===== src/rtl/issue_pkg.sv =====
// Shared issue-queue types: wakeup entry, opcode constants and latency classes.
package issue_pkg;

  localparam int WAKEUP_REG_W = 5;

  typedef struct packed {
    logic                    v;
    logic [WAKEUP_REG_W-1:0] dest;
  } wakeup_t;

  localparam logic [6:0] OPC_OP     = 7'b0110011;
  localparam logic [6:0] OPC_OPIMM  = 7'b0010011;
  localparam logic [6:0] OPC_LUI    = 7'b0110111;
  localparam logic [6:0] OPC_AUIPC  = 7'b0010111;
  localparam logic [6:0] OPC_JAL    = 7'b1101111;
  localparam logic [6:0] OPC_JALR   = 7'b1100111;
  localparam logic [6:0] OPC_LOAD   = 7'b0000011;
  localparam logic [6:0] OPC_STORE  = 7'b0100011;
  localparam logic [6:0] OPC_BRANCH = 7'b1100011;

  typedef enum logic [1:0] {
    LAT_NONE,
    LAT_ALU,
    LAT_LOAD
  } lat_class_e;

endpackage


===== src/rtl/wakeup_broadcaster_lat_decode.sv =====
// Opcode to execution-latency class; combinational, shared with the scheduler.
module lat_decode
  import issue_pkg::*;
#(
  parameter int OPC_W = 7
) (
  input  logic [OPC_W-1:0] opcode_i,
  output lat_class_e       lat_class_o
);

  always_comb begin
    lat_class_o = LAT_NONE;
    case (opcode_i)
      OPC_W'(OPC_OP),
      OPC_W'(OPC_OPIMM),
      OPC_W'(OPC_LUI),
      OPC_W'(OPC_AUIPC),
      OPC_W'(OPC_JAL),
      OPC_W'(OPC_JALR):  lat_class_o = LAT_ALU;
      OPC_W'(OPC_LOAD):  lat_class_o = LAT_LOAD;
      default:           lat_class_o = LAT_NONE;
    endcase
  end

endmodule


===== src/rtl/wakeup_broadcaster.sv =====
// Fixed-latency delay line feeding the issue queue's single wakeup broadcast port.
module wakeup_broadcaster
  import issue_pkg::*;
#(
  parameter int LOAD_LAT = 3,
  parameter int OPC_W    = 7,
  parameter int REG_W    = 5
) (
  input  logic             clk,
  input  logic             reset,
  input  logic             kill,
  input  logic             issue_valid,
  input  logic [OPC_W-1:0] issue_opcode,
  input  logic [REG_W-1:0] issue_dest,
  output logic             issue_ready,
  output logic             wakeup_valid,
  output logic [REG_W-1:0] wakeup_dest,
  output logic             idle
);

  logic [LOAD_LAT-1:0] v_q;
  logic [LOAD_LAT-1:0] v_d;
  logic [REG_W-1:0]    dest_q [LOAD_LAT];
  logic [REG_W-1:0]    dest_d [LOAD_LAT];
  logic [LOAD_LAT-1:0] ins_sel;
  lat_class_e          lat_class;
  logic                accept;
  logic                ins_en;

  lat_decode #(
    .OPC_W(OPC_W)
  ) u_lat_decode (
    .opcode_i    (issue_opcode),
    .lat_class_o (lat_class)
  );

  // An older load sitting in stage 1 would land on stage 0 together with any
  // new ALU result, so grants are refused regardless of opcode.
  assign issue_ready = ~v_q[1];
  assign accept      = issue_valid & issue_ready & ~kill;
  assign ins_en      = accept & (lat_class != LAT_NONE) & (issue_dest != '0);

  for (genvar gi = 0; gi < LOAD_LAT; gi++) begin : g_stage
    localparam logic IS_ALU_SLOT  = (gi == 0);
    localparam logic IS_LOAD_SLOT = (gi == LOAD_LAT - 1);

    logic             sh_v;
    logic [REG_W-1:0] sh_dest;

    if (gi == LOAD_LAT - 1) begin : g_top
      assign sh_v    = 1'b0;
      assign sh_dest = '0;
    end else begin : g_mid
      assign sh_v    = v_q[gi+1];
      assign sh_dest = dest_q[gi+1];
    end

    assign ins_sel[gi] = ins_en & ((lat_class == LAT_ALU) ? IS_ALU_SLOT : IS_LOAD_SLOT);
    assign v_d[gi]     = ins_sel[gi] | (sh_v & ~kill);
    assign dest_d[gi]  = ins_sel[gi] ? issue_dest : sh_dest;
  end

  always_ff @(posedge clk) begin
    if (reset) begin
      v_q <= '0;
      for (int i = 0; i < LOAD_LAT; i++) begin
        dest_q[i] <= '0;
      end
    end else begin
      v_q    <= v_d;
      dest_q <= dest_d;
    end
  end

  assign wakeup_valid = v_q[0];
  assign wakeup_dest  = dest_q[0];
  assign idle         = ~|v_q;

endmodule

===== config.mk =====
export PLATFORM = sky130hd
export DESIGN_NAME = wakeup_broadcaster
export DESIGN_NICKNAME = d
export VERILOG_FILES = /design/src/rtl/issue_pkg.sv /design/src/rtl/wakeup_broadcaster_lat_decode.sv /design/src/rtl/wakeup_broadcaster.sv
export SDC_FILE = /design/constraint.sdc
export NUM_CORES = 1
export LEC_CHECK = 0
export ABC_CLOCK_PERIOD_IN_PS = 1700
export CAP_MARGIN = 20
export CORE_MARGIN = 2
export CORE_UTILIZATION = 38
export DETAILED_ROUTE_END_ITERATION = 10
export PLACE_DENSITY = 0.79
export SLEW_MARGIN = 25
export SYNTH_ARGS = -nofsm -noshare
export SYNTH_HDL_FRONTEND = slang
export SYNTH_HIERARCHICAL = 1
export SYNTH_SLANG_ARGS = --single-unit
export TNS_END_PERCENT = 20

===== constraint.sdc =====
create_clock -name clk -period 1.7 [get_ports clk]
set_input_delay 0.51 -clock clk [delete_from_list [all_inputs] [get_ports clk]]
set_output_delay 0.51 -clock clk [all_outputs]
set_load 0.05 [all_outputs]

[Word-level counts from Yosys, hierarchy flattened]
Cells that the tools add are included.
W data, S select, Z words.
Cells by class
  equal/unequal tests: 8
  bitwise operators: 12
  reduce and logical (&&, ||, !) cells: 6
  mux-type cells: 4
Operators with widths (count)
  $eq A7 B5 Y1 const B: 2
  $eq A7 B6 Y1 const B: 2
  $eq A7 B7 Y1 const B: 2
  $and A1 B1 Y1: 8
  $eq A7 B2 Y1 const B: 1
  $reduce_or A6 Y1: 1
  $mux W5: 1
  $reduce_bool A5 Y1: 1
  $pmux W2 S2: 1
  $not A1 Y1: 3
  $reduce_or A3 Y1: 1
  $eq A2 B1 Y1 const B: 1
  $mux W1: 2
  $reduce_bool A2 Y1: 1
  $reduce_or A2 Y1: 1
  $logic_not A1 Y1: 1
  $or A1 B1 Y1: 1
Word-level totals
  bits in registers: 18
  output and inout bits: 8
  logic and storage cells: 34

[Longest topological paths before layout]
  depth in word-level cells: 9
  depth in mapped cells: 6
  gate-level depth less buffers: 5

[Hierarchy]
Netlist, hierarchy kept.
Modules (own cells, without submodules)
  wakeup_broadcaster: cells each 57, area each 630.6 um^2, times used 1
  lat_decode: cells each 6, area each 45.0 um^2, times used 1

[Worst setup path after synthesis]
No wires, ideal clock.
  kind: reg2out
  start: register v_q[0]
  end: output idle
  stages on the path, launching flop included: 2
  path buffers: 0
  setup slack: -0.386 ns
  required time: 1.190 ns
  arrival time: 1.576 ns
  cells stage by stage: dfxtp_1 -> nor3_1
Between the ends
  cells in the longest elaborated chain, start to end: 2
RTL lines
  start: declaration: RTL line wakeup_broadcaster.sv:21  | logic [LOAD_LAT-1:0] v_q;
  start signal: assignment: RTL line wakeup_broadcaster.sv:70  | v_q <= v_d;
  $reduce_or A3 Y1: RTL line wakeup_broadcaster.sv:77  | assign idle = ~|v_q;
  $logic_not A1 Y1: RTL line wakeup_broadcaster.sv:77
  end: declaration: RTL line wakeup_broadcaster.sv:18  | output logic idle
Every way passes these cells.

[Final worst setup path]
  start: input issue_dest[4]
  end: register v_q[0]
Between the ends
  cells in the longest elaborated chain, start to end: 4
RTL lines
  start: declaration: RTL line wakeup_broadcaster.sv:14  | input logic [REG_W-1:0] issue_dest,
  $reduce_bool A5 Y1: RTL line wakeup_broadcaster.sv:41  | assign ins_en = accept & (lat_class != LAT_NONE) & (issue_dest != '0);
  $and A1 B1 Y1: RTL line wakeup_broadcaster.sv:41
  $and A1 B1 Y1: RTL line wakeup_broadcaster.sv:58  | assign ins_sel[gi] = ins_en & ((lat_class == LAT_ALU) ? IS_ALU_SLOT : IS_LOAD_SLOT);
  $or A1 B1 Y1: RTL line wakeup_broadcaster.sv:59  | assign v_d[gi] = ins_sel[gi] | (sh_v & ~kill);
Every way passes these cells.
A chain may end at the register's enable or synchronous reset.

==> impl_metrics.py <==
metrics = {
    "status": {
        "status": "complete, but fails checks",
        "violations": "negative setup slack",
    },
    "worst_setup_path": {
        "r2r_end": "wakeup_dest[1]",
        "endpoint_kind": "flip-flop",
        "rrSetupSlack_ns": 0.51,
        "path_class": "input pin to flip-flop",
        "ff2ff_path_depth": 3,
        "worst_setup_path_startpoint": "issue_dest[4]",
        "critPathLaunchType": "input pin",
        "arrival_ns": 1.89,
        "reg2reg_from": "v_q[1]",
        "cp.required_ns": 1.88,
        "critical_path.max_fanout": 6,
    },
    "routing": {
        "drc": 0,
        "drt_iter0_drc": 7,
        "wl_per_cell_um": 13.2,
        "firstDrtPassIters": 4,
        "wl_um": 1590,
        "routed-via-count": 549,
        "vias_per_cell": 4.58,
        "final_antenna_net_count": 0,
    },
    "placement": {
        "dp_hpwl_um": 1120,
        "place_congestion": 0.762,
        "preCtsSetupSlack_ns": -0.719,
        "port_buffers": 23,
    },
    "die": {
        "fp.coreArea_mm2": 0.00171,
        "die_h_um": 46.2,
        "start_util_pct": 39.6,
        "ioPinCount": 24,
        "dieArea_mm2": 0.00213,
        "fp-row-count": 15,
        "die_w_um": 46.2,
    },
    "cells_and_area": {
        "fillers": 135,
        "multi_input_area_um2": 350,
        "drive_gt1_share_pct": 33.7,
        "ff_latch_area_um2": 360,
        "final_nets": 113,
        "antennaDiodeCount": 0,
        "syn2layout_area_growth_pct": 67.2,
    },
    "cts": {
        "cts.htree.levels": 1,
        "cts_made_buffers": 3,
        "clkTransAtPathRegs_ns": 0.09,
        "clock_sinks": 18,
        "clockBufferDepth": 2,
        "clkLatencyLatePin_ns": 0.28,
        "cts_tree": "yes",
        "cts-root-buf": "clkbuf_4",
        "postCtsSetupBuffers": 0,
    },
    "power_and_ir_drop": {
        "power_leakage_uw": 0.000457,
        "p_per_area_mw_per_mm2": 623,
        "vdd_ir_drop_max_mv": 0.378,
    },
    "hold_path": {
        "hp-start": "g_stage[1].sh_dest[1]",
        "whs_path_depth": 1,
        "hold_path.class": "flip-flop to flip-flop",
        "hold_end": "g_stage[0].sh_dest[1]",
    },
    "sta": {
        "hold_violations": 0,
        "max_freq_ghz": 0.586,
        "hold_ws_ns": 0.452,
        "slew_headroom_pct": 79.4,
        "post-route-period-util_pct": 100,
        "clock_skew_ns": 0.000440,
        "fin_ws_ns": -0.00590,
        "totalNegativeSetupSlack_ns": -0.00590,
        "setup_viol": 1,
        "worst_pin_slew_ns": 0.306,
        "period_needed_ns": 1.71,
        "rsz0062_at_grt": "true",
        "slew_violations": 0,
    },
    "synth": {
        "syn_nets": 79,
        "ys_ff_latch": 18,
        "yosysWarnings": 6,
        "avgSynthCellArea_um2": 10.7,
        "async_flop_share_pct": 0,
        "synth_cells": 63,
        "synth_edf_count": 0,
        "synthDistinctLibCells": 24,
        "syn_area_um2": 676,
        "seq_area_frac_synth_pct": 53.3,
        "synthFlopType": "dfxtp_1",
    },
    "grt": {
        "grt_use_total_pct": 16.0,
        "antenna_found_initial": 0,
        "grt_max_degree": 17,
        "overflow": 0,
        "grt_pass1_vias": 522,
        "grt_pass1_wl_um": 2330,
    },
    "job": {
        "drv_cap": 0,
    },
}
registers in the layout, summed over array words and instances (netlist names):
name,cells
v_q,3
wakeup_dest,5
g_stage.sh_dest,10
cell usage after synthesis (2+ instances only):
cell type / count / area (µm²)
mux2i_1: 4 / 40.0
nand2b_1: 8 / 50.1
nor2b_1: 6 / 37.5
nand4b_1: 2 / 17.5
and2_1: 6 / 37.5
dfxtp_1: 18 / 360
nor2_1: 2 / 7.51
worst max-delay path by stage:
stage | end | slack [ns] | depth (start not counted)
4_1_cts | v_q[0] | 0.02 | 4
3_5_place_dp | wakeup_dest[1] | -0.72 | 6
6_report | v_q[0] | -0.006 | 4
5_1_grt | wakeup_dest[1] | -0.02 | 6
2_1_floorplan | wakeup_dest[1] | -0.04 | 6
3_3_place_gp | wakeup_dest[1] | -0.61 | 6
layer usage:
layer  global-route usage, %  share of wire [%]  vias to the layer above
li1                        -                  -                      275
met1                    17.9                 40                      257
met2                    28.6                 56                       13
met3                    3.53                2.9                        4
met4                    6.86                1.9                        0
met5                       0                  0                        -
cell usage in the layout (no fill, tap or decap), types with 3 or more instances in the layout:
cell             count
and2_1               6
buf_12               8
buf_4                8
clkbuf_4             3
clkdlybuf4s50_1      5
dfxtp_1             18
dlygate4sd2_1        4
mux2i_1              3
nand2b_1             8
nor2b_1              6
critical path, cell delays in order:
cell and delay (ns):
clkdlybuf4s50_1 0.43, or4_4 0.45, o211a_4 0.29, o21ba_4 0.20
logic make-up after synthesis:
| family | count (synthesis) | synth area share [%] |
|---|---|---|
| and+or+nand+nor | 33 | 32.4 |
| DFF | 18 | 53.3 |
| AOI/OAI and AO/OA | 5 | 5.55 |
| muxes | 4 | 5.93 |
| buffers and inverters | 3 | 2.78 |
where the power goes:
part           total [µW]  internal (µW)  leakage, µW  switching [µW]
Sequential            422            422     0.000145           0.490
Clock                 200           82.1    0.0000138             118
Combinational        82.0           50.0     0.000299            32.0
per-stage QoR:
| step | utilization (%) | instances | instance area [µm²] | total power [µW] |
|---|---|---|---|---|
| floorplan | - | 63 | 681 | 451 |
| global placement | 62.5 | 117 | 1070 | 511 |
| detailed placement | 62.5 | 117 | 1070 | 511 |
| CTS | 65.4 | 120 | 1120 | 708 |
| global route | 66.2 | 120 | 1130 | 735 |
| finish | 66.2 | 120 | 1130 | 704 |
layout make-up:
class                   instances  area share [%]
clock buffers                   3            1.99
inverters                       1           0.332
multi-input cells              42            31.0
flip-flops and latches         18            31.9
well taps                      25            2.77
repair buffers                 31            32.0
repair_timing:
item	CTS	global route
hold buffers	0	0
gates resized for setup	18	10
pin swaps	8	4
setup endpoints to repair	12	7
No activity file was read; power rests on OpenSTA's default activity.
